**src/rtl/corefifo_ptr_pkg.sv**
```systemverilog
// Shared pointer helpers for the dual-clock FIFO controllers.
// Gray/binary conversions and pointer width derivation.
package corefifo_ptr_pkg;

    localparam int PTR_MAXW = 17;

    typedef logic [PTR_MAXW-1:0] ptr_max_t;

    function automatic int ptr_width(input int addrwidth);
        return addrwidth + 1;
    endfunction

    function automatic ptr_max_t bin2gray(input ptr_max_t b);
        return b ^ (b >> 1);
    endfunction

    function automatic ptr_max_t gray2bin(input ptr_max_t g);
        ptr_max_t b;
        b = '0;
        for (int i = 0; i < PTR_MAXW; i++) begin
            b[i] = ^(g >> i);
        end
        return b;
    endfunction

endpackage

```
**src/rtl/corefifo_gray2bin.sv**
```systemverilog
// Combinational Gray-to-binary converter.
// Each binary bit is the XOR of all Gray bits at or above it.
module corefifo_gray2bin #(
    parameter int W = 4
) (
    input  logic [W-1:0] gray,
    output logic [W-1:0] bin
);

    // XOR-prefix from the MSB downward
    always_comb begin
        bin = '0;
        for (int i = 0; i < W; i++) begin
            bin[i] = ^(gray >> i);
        end
    end

endmodule

```
**src/rtl/corefifo_wr_ptr_ctrl.sv**
```systemverilog
// Write-side pointer and flag controller of the dual-clock FIFO.
// Owns the write pointer; derives full/afull/count from the synced read pointer.
module corefifo_wr_ptr_ctrl
    import corefifo_ptr_pkg::*;
#(
    parameter int ADDRWIDTH    = 3,
    parameter int AFULL_THRESH = 6
) (
    input  logic                 clk,
    input  logic                 srst,
    input  logic                 wr_en,
    input  logic [ADDRWIDTH:0]   rd_gray_sync,
    output logic                 wr_we,
    output logic [ADDRWIDTH-1:0] wr_addr,
    output logic [ADDRWIDTH:0]   wr_gray,
    output logic                 full,
    output logic                 afull,
    output logic [ADDRWIDTH:0]   wr_count,
    output logic                 overflow
);

    localparam int PTRW = ptr_width(ADDRWIDTH);

    logic [PTRW-1:0] wr_bin;
    logic [PTRW-1:0] wr_bin_next;
    logic [PTRW-1:0] gray_next;
    logic [PTRW-1:0] rd_bin;
    logic [PTRW-1:0] rd_gray_full;
    logic [PTRW-1:0] cnt_next;
    logic            accept;
    logic            full_next;
    logic            afull_next;

    corefifo_gray2bin #(
        .W(PTRW)
    ) u_rd_g2b (
        .gray(rd_gray_sync),
        .bin (rd_bin)
    );

    // A reset cycle never writes, so the dropped write leaves no RAM trace
    assign accept      = wr_en & ~full & ~srst;
    assign wr_we       = accept;
    assign wr_addr     = wr_bin[ADDRWIDTH-1:0];

    assign wr_bin_next = wr_bin + {{(PTRW-1){1'b0}}, accept};
    assign gray_next   = PTRW'(bin2gray(ptr_max_t'(wr_bin_next)));

    // Full when write is exactly one lap ahead: top two Gray bits inverted
    assign rd_gray_full = {~rd_gray_sync[ADDRWIDTH -: 2],
                           rd_gray_sync[ADDRWIDTH-2:0]};
    assign full_next    = (gray_next == rd_gray_full);

    assign cnt_next     = wr_bin_next - rd_bin;
    assign afull_next   = (32'(cnt_next) >= AFULL_THRESH);

    // Pointer and flag registers
    always_ff @(posedge clk) begin
        if (srst) begin
            wr_bin   <= '0;
            wr_gray  <= '0;
            full     <= 1'b0;
            afull    <= 1'b0;
            wr_count <= '0;
            overflow <= 1'b0;
        end else begin
            wr_bin   <= wr_bin_next;
            wr_gray  <= gray_next;
            full     <= full_next;
            afull    <= afull_next;
            wr_count <= cnt_next;
            overflow <= wr_en & full;
        end
    end

endmodule

```
**config.mk**
```make
export PLATFORM = sky130hd
export DESIGN_NAME = corefifo_wr_ptr_ctrl
export DESIGN_NICKNAME = d
export VERILOG_FILES = /design/src/rtl/corefifo_ptr_pkg.sv /design/src/rtl/corefifo_gray2bin.sv /design/src/rtl/corefifo_wr_ptr_ctrl.sv
export SDC_FILE = /design/constraint.sdc
export NUM_CORES = 1
export LEC_CHECK = 0
export ABC_AREA = 1
export CAP_MARGIN = 5
export CORE_MARGIN = 2
export CORE_UTILIZATION = 48
export DETAILED_ROUTE_END_ITERATION = 12
export MAX_ROUTING_LAYER = met4
export PLACE_DENSITY_LB_ADDON = 0.2
export SYNTH_ARGS = -nofsm -noshare
export SYNTH_HDL_FRONTEND = slang
export SYNTH_SLANG_ARGS = --single-unit
```
**constraint.sdc**
```tcl
create_clock -name clk -period 3.6 [get_ports clk]
set_clock_uncertainty 0.15 [all_clocks]
set_input_delay 0.9 -clock clk [delete_from_list [all_inputs] [get_ports clk]]
set_output_delay 0.9 -clock clk [all_outputs]
set_load 0.02 [all_outputs]
```
==> qor.csv <==
stage,metric,value,unit
status,run status,"complete, no violations",
min_path,HP Class,reg2reg,
placement,HPWL after detailed placement,1200,um
synthesis,gate count of the mapped netlist,97,
route,metal1 wirelength,692,um
clocking,clock latency reported for the late side of the worst-skew pair,270,ps
route,highest metal layer used by the detailed router,met4,
route,violation count after the first detailed-routing iteration,13,
synthesis,top area cells in the synthesized netlist,"sky130_fd_sc_hd__dfxtp_1, sky130_fd_sc_hd__nand2_1, sky130_fd_sc_hd__ha_1, sky130_fd_sc_hd__nand3_1, sky130_fd_sc_hd__nor2_1",
synthesis,top-area cell type share of the netlist area,39.0,%
synthesis,sequential fraction of the synthesis area,39.0,%
floorplan,placement row count,13,
setup_path,worst path required time,2550,ps
floorplan,Die Height,42.7,um
grt,first-pass GRT wire length,2390,um
setup_path,CP endpoint kind,primary output,
synthesis,register bit count reported by yosys,14,
grt,aggregate global routing overflow,0,
floorplan,die width,42.7,um
synthesis,"Distinct cells, synth",17,
clocking,TritonCTS Buffers,3,
setup_path,data arrival time of the critical path,2270,ps
clocking,number of buffers inserted by hold repair at cts,0,
floorplan,area of the die,1820,um^2
synthesis,mean cell area of the mapped netlist,7.42,um^2
route,Routed met2 length,647,um
sta,unrepaired setup endpoints after global routing,false,
setup_path,"Largest stage delay, worst path",630,ps
setup_path,CP cell instances,clkdlybuf4s50_1 > inv_1 > nand2_1 > nor2_1 > clkdlybuf4s50_1,
grt,number of global-route vias before repair,588,
setup_path,cell family with the largest share of critical-path delay,buffers and inverters,
route,Total Wirelength,1450,um
setup_path,Reg-to-Reg End,afull$_SDFF_PP0_,
route,Antenna Nets Post-Route,0,
synthesis,Synth Cell Area,719,um^2
route,via total after detailed routing,674,
setup_path,Worst R2R Start,full$_SDFF_PP0_,
setup_path,critical path class,in2out,
pwr,Worst IR Drop VDD,0.239,mV
grt,number of antenna violations at the first check in global routing,0,
setup_path,CP most frequent cell,sky130_fd_sc_hd__clkdlybuf4s50_1,
setup_path,Reg2Reg Setup Slack,1220,ps
clocking,maximum number of buffers from clock root to sink,2,
final_layout,multi-input combinational cell area,390,um^2
pwr,power density relative to cell area,416,nW/um^2
clocking,number of sinks handled by clock tree synthesis,14,
sta,clock period minus final worst setup slack,3320,ps
sta,"Setup violations, final",0,
route,first-pass iteration count of the detailed router,4,
synthesis,Post-Synthesis Net Count,110,
clocking,H-tree depth,1,
min_path,HP Start,full$_SDFF_PP0_,
final_layout,Reg area,280,um^2
placement,quantity of I/O buffers inserted on ports,21,
sta,total count of max-transition violations in the final report,0,
placement,routability cong.,0.886,
sta,Tcrit/Tclk final,92.3,%
floorplan,ports placed on the boundary,22,
final_layout,antenna fix cells,0,
final_layout,fraction of final layout cells with drive strength greater than 1,6.56,%
sta,slew at the pin with the worst max-slew slack,221,ps
setup_path,CP max-delay cell,sky130_fd_sc_hd__clkdlybuf4s50_1,
floorplan,core region area,1350,um^2
min_path,Cells on Worst Hold Path,2,
setup_path,cell count along the critical path,5,
clocking,clock tree root buffer cell,sky130_fd_sc_hd__clkbuf_4,
setup_path,WP buf/inv,3,
sta,final count of hold timing violations,0,
grt,GR Util All Layers,18.2,%
pwr,Static Leakage,0.473,nW
synthesis,number of warning messages in the yosys log,0,
route,average via count per standard cell,4.92,
sta,Max-Slew Margin vs Limit,85.2,%
min_path,endpoint with the worst hold slack,overflow$_SDFF_PP0_,
setup_path,maximum fanout count along the critical path,3,
route,drc violations,0,
clocking,clock tree from TritonCTS,done,
final_layout,fill count,105,
sta,maximum clock rate,301,MHz
final_layout,Final nets,136,
clocking,Resize count post-CTS,0,
floorplan,effective utilization at floorplan,53.3,%
grt,largest net degree at the start of global routing,12,
route,per-cell routed wire length,10.6,um
route,Met3 Routed Length,90,um
final_layout,fraction of the core area covered by cells at the end of the flow,73.2,%
final_layout,signed area change from the synthesized netlist to the final layout,37.4,%
sta,summed negative setup slack over all endpoints,0,ps
synthesis,largest area contributor in the netlist,sky130_fd_sc_hd__dfxtp_1,
setup_path,cells on worst reg2reg path,12,
clocking,clock input transition at the sequential cells of the worst setup and hold paths,90,ps
setup_path,crit start category,primary input,
run,maximum capacitance violations,0,
clocking,number of buffers inserted to repair setup after CTS,0,
-- sequential cells by signal, summed over array words and instances (netlist names) --
name and flops:
wr_count 4, full 1, wr_gray 4, wr_bin 3, afull 1, overflow 1
-- worst max path at each step --
stage / from / end / slack, ps
detailed placement: srst / afull$_SDFF_PP0_ / 70
global placement: srst / afull$_SDFF_PP0_ / 150
global route: srst / afull$_SDFF_PP0_ / 120
finish: srst / wr_we / 280
CTS: srst / wr_we / 280
floorplan: srst / afull$_SDFF_PP0_ / 500
-- where the power goes --
| group | switching [W] | total [W] | internal (W) |
|---|---|---|---|
| sequential | 0.00000445 | 0.000175 | 0.000170 |
| clock | 0.0000493 | 0.000111 | 0.0000614 |
| combinational | 0.0000674 | 0.000125 | 0.0000580 |
| total | 0.000121 | 0.000411 | 0.000290 |
-- stage by stage --
stage,hold slack (ps),setup WS [ps],total power (W),instance area [um^2],instances
global placement,308,152,0.000301,952,133
floorplan,375,496,0.000253,719,97
detailed placement,313,70.1,0.000304,952,133
global route,371,119,0.000435,988,137
CTS,319,277,0.000414,988,137
finish,314,276,0.000411,988,137
-- cell usage after synthesis (all sizes together) --
cell / instances
a21oi: 4
clkbuf: 1
dfxtp: 14
fa: 1
ha: 5
inv: 12
nand2: 28
nand3: 10
nand3b: 1
nand4: 2
nor2: 13
nor2b: 1
o21ai: 1
xnor2: 3
xor2: 1
-- layout by cell type, fill, tap and decap left out --
cell type / count
sky130_fd_sc_hd__a21oi_1: 4
sky130_fd_sc_hd__buf_4: 1
sky130_fd_sc_hd__nor2b_1: 1
sky130_fd_sc_hd__nor2_1: 13
sky130_fd_sc_hd__nand2_2: 1
sky130_fd_sc_hd__nand2_1: 27
sky130_fd_sc_hd__ha_1: 5
sky130_fd_sc_hd__nand3_1: 10
sky130_fd_sc_hd__dfxtp_1: 14
sky130_fd_sc_hd__xor2_2: 1
sky130_fd_sc_hd__xnor2_2: 1
sky130_fd_sc_hd__nand3b_1: 1
sky130_fd_sc_hd__clkbuf_4: 3
sky130_fd_sc_hd__clkbuf_8: 1
sky130_fd_sc_hd__xnor2_1: 2
sky130_fd_sc_hd__clkdlybuf4s50_1: 21
sky130_fd_sc_hd__o21ai_0: 1
sky130_fd_sc_hd__nand4_1: 2
sky130_fd_sc_hd__fa_1: 1
sky130_fd_sc_hd__inv_1: 12
-- cell families after synthesis --
family / Yosys count / synth area share [%]
simple gates: 55 / 32.4
flops: 14 / 39.0
buf+inv: 13 / 6.78
fa+ha+maj: 6 / 11.5
compound gates: 5 / 3.48
xor+xnor: 4 / 6.96
-- worst reg2reg max path, delay by kind of cell (launching register included) --
kind,cells,cell delay [ps]
compound gates,1,180
flops,1,340
buf+inv,1,80
fa+ha+maj,3,770
simple gates,7,780
-- layer usage --
layer / vias to the layer above / global-route usage, %
met4: 0 / 8.13
met1: 300 / 22.3
met3: 4 / 5.11
met2: 18 / 27.6
li1: 352 / -
met5: - / -
-- cell type report --
cell class	count	area share, %
flip-flops and latches	14	28.4
repair buffers	22	22.0
clock buffers	4	3.67
multi-input cells	70	39.5
inverters	12	4.56
well taps	15	1.90
Power figures use the tool's default switching activity.
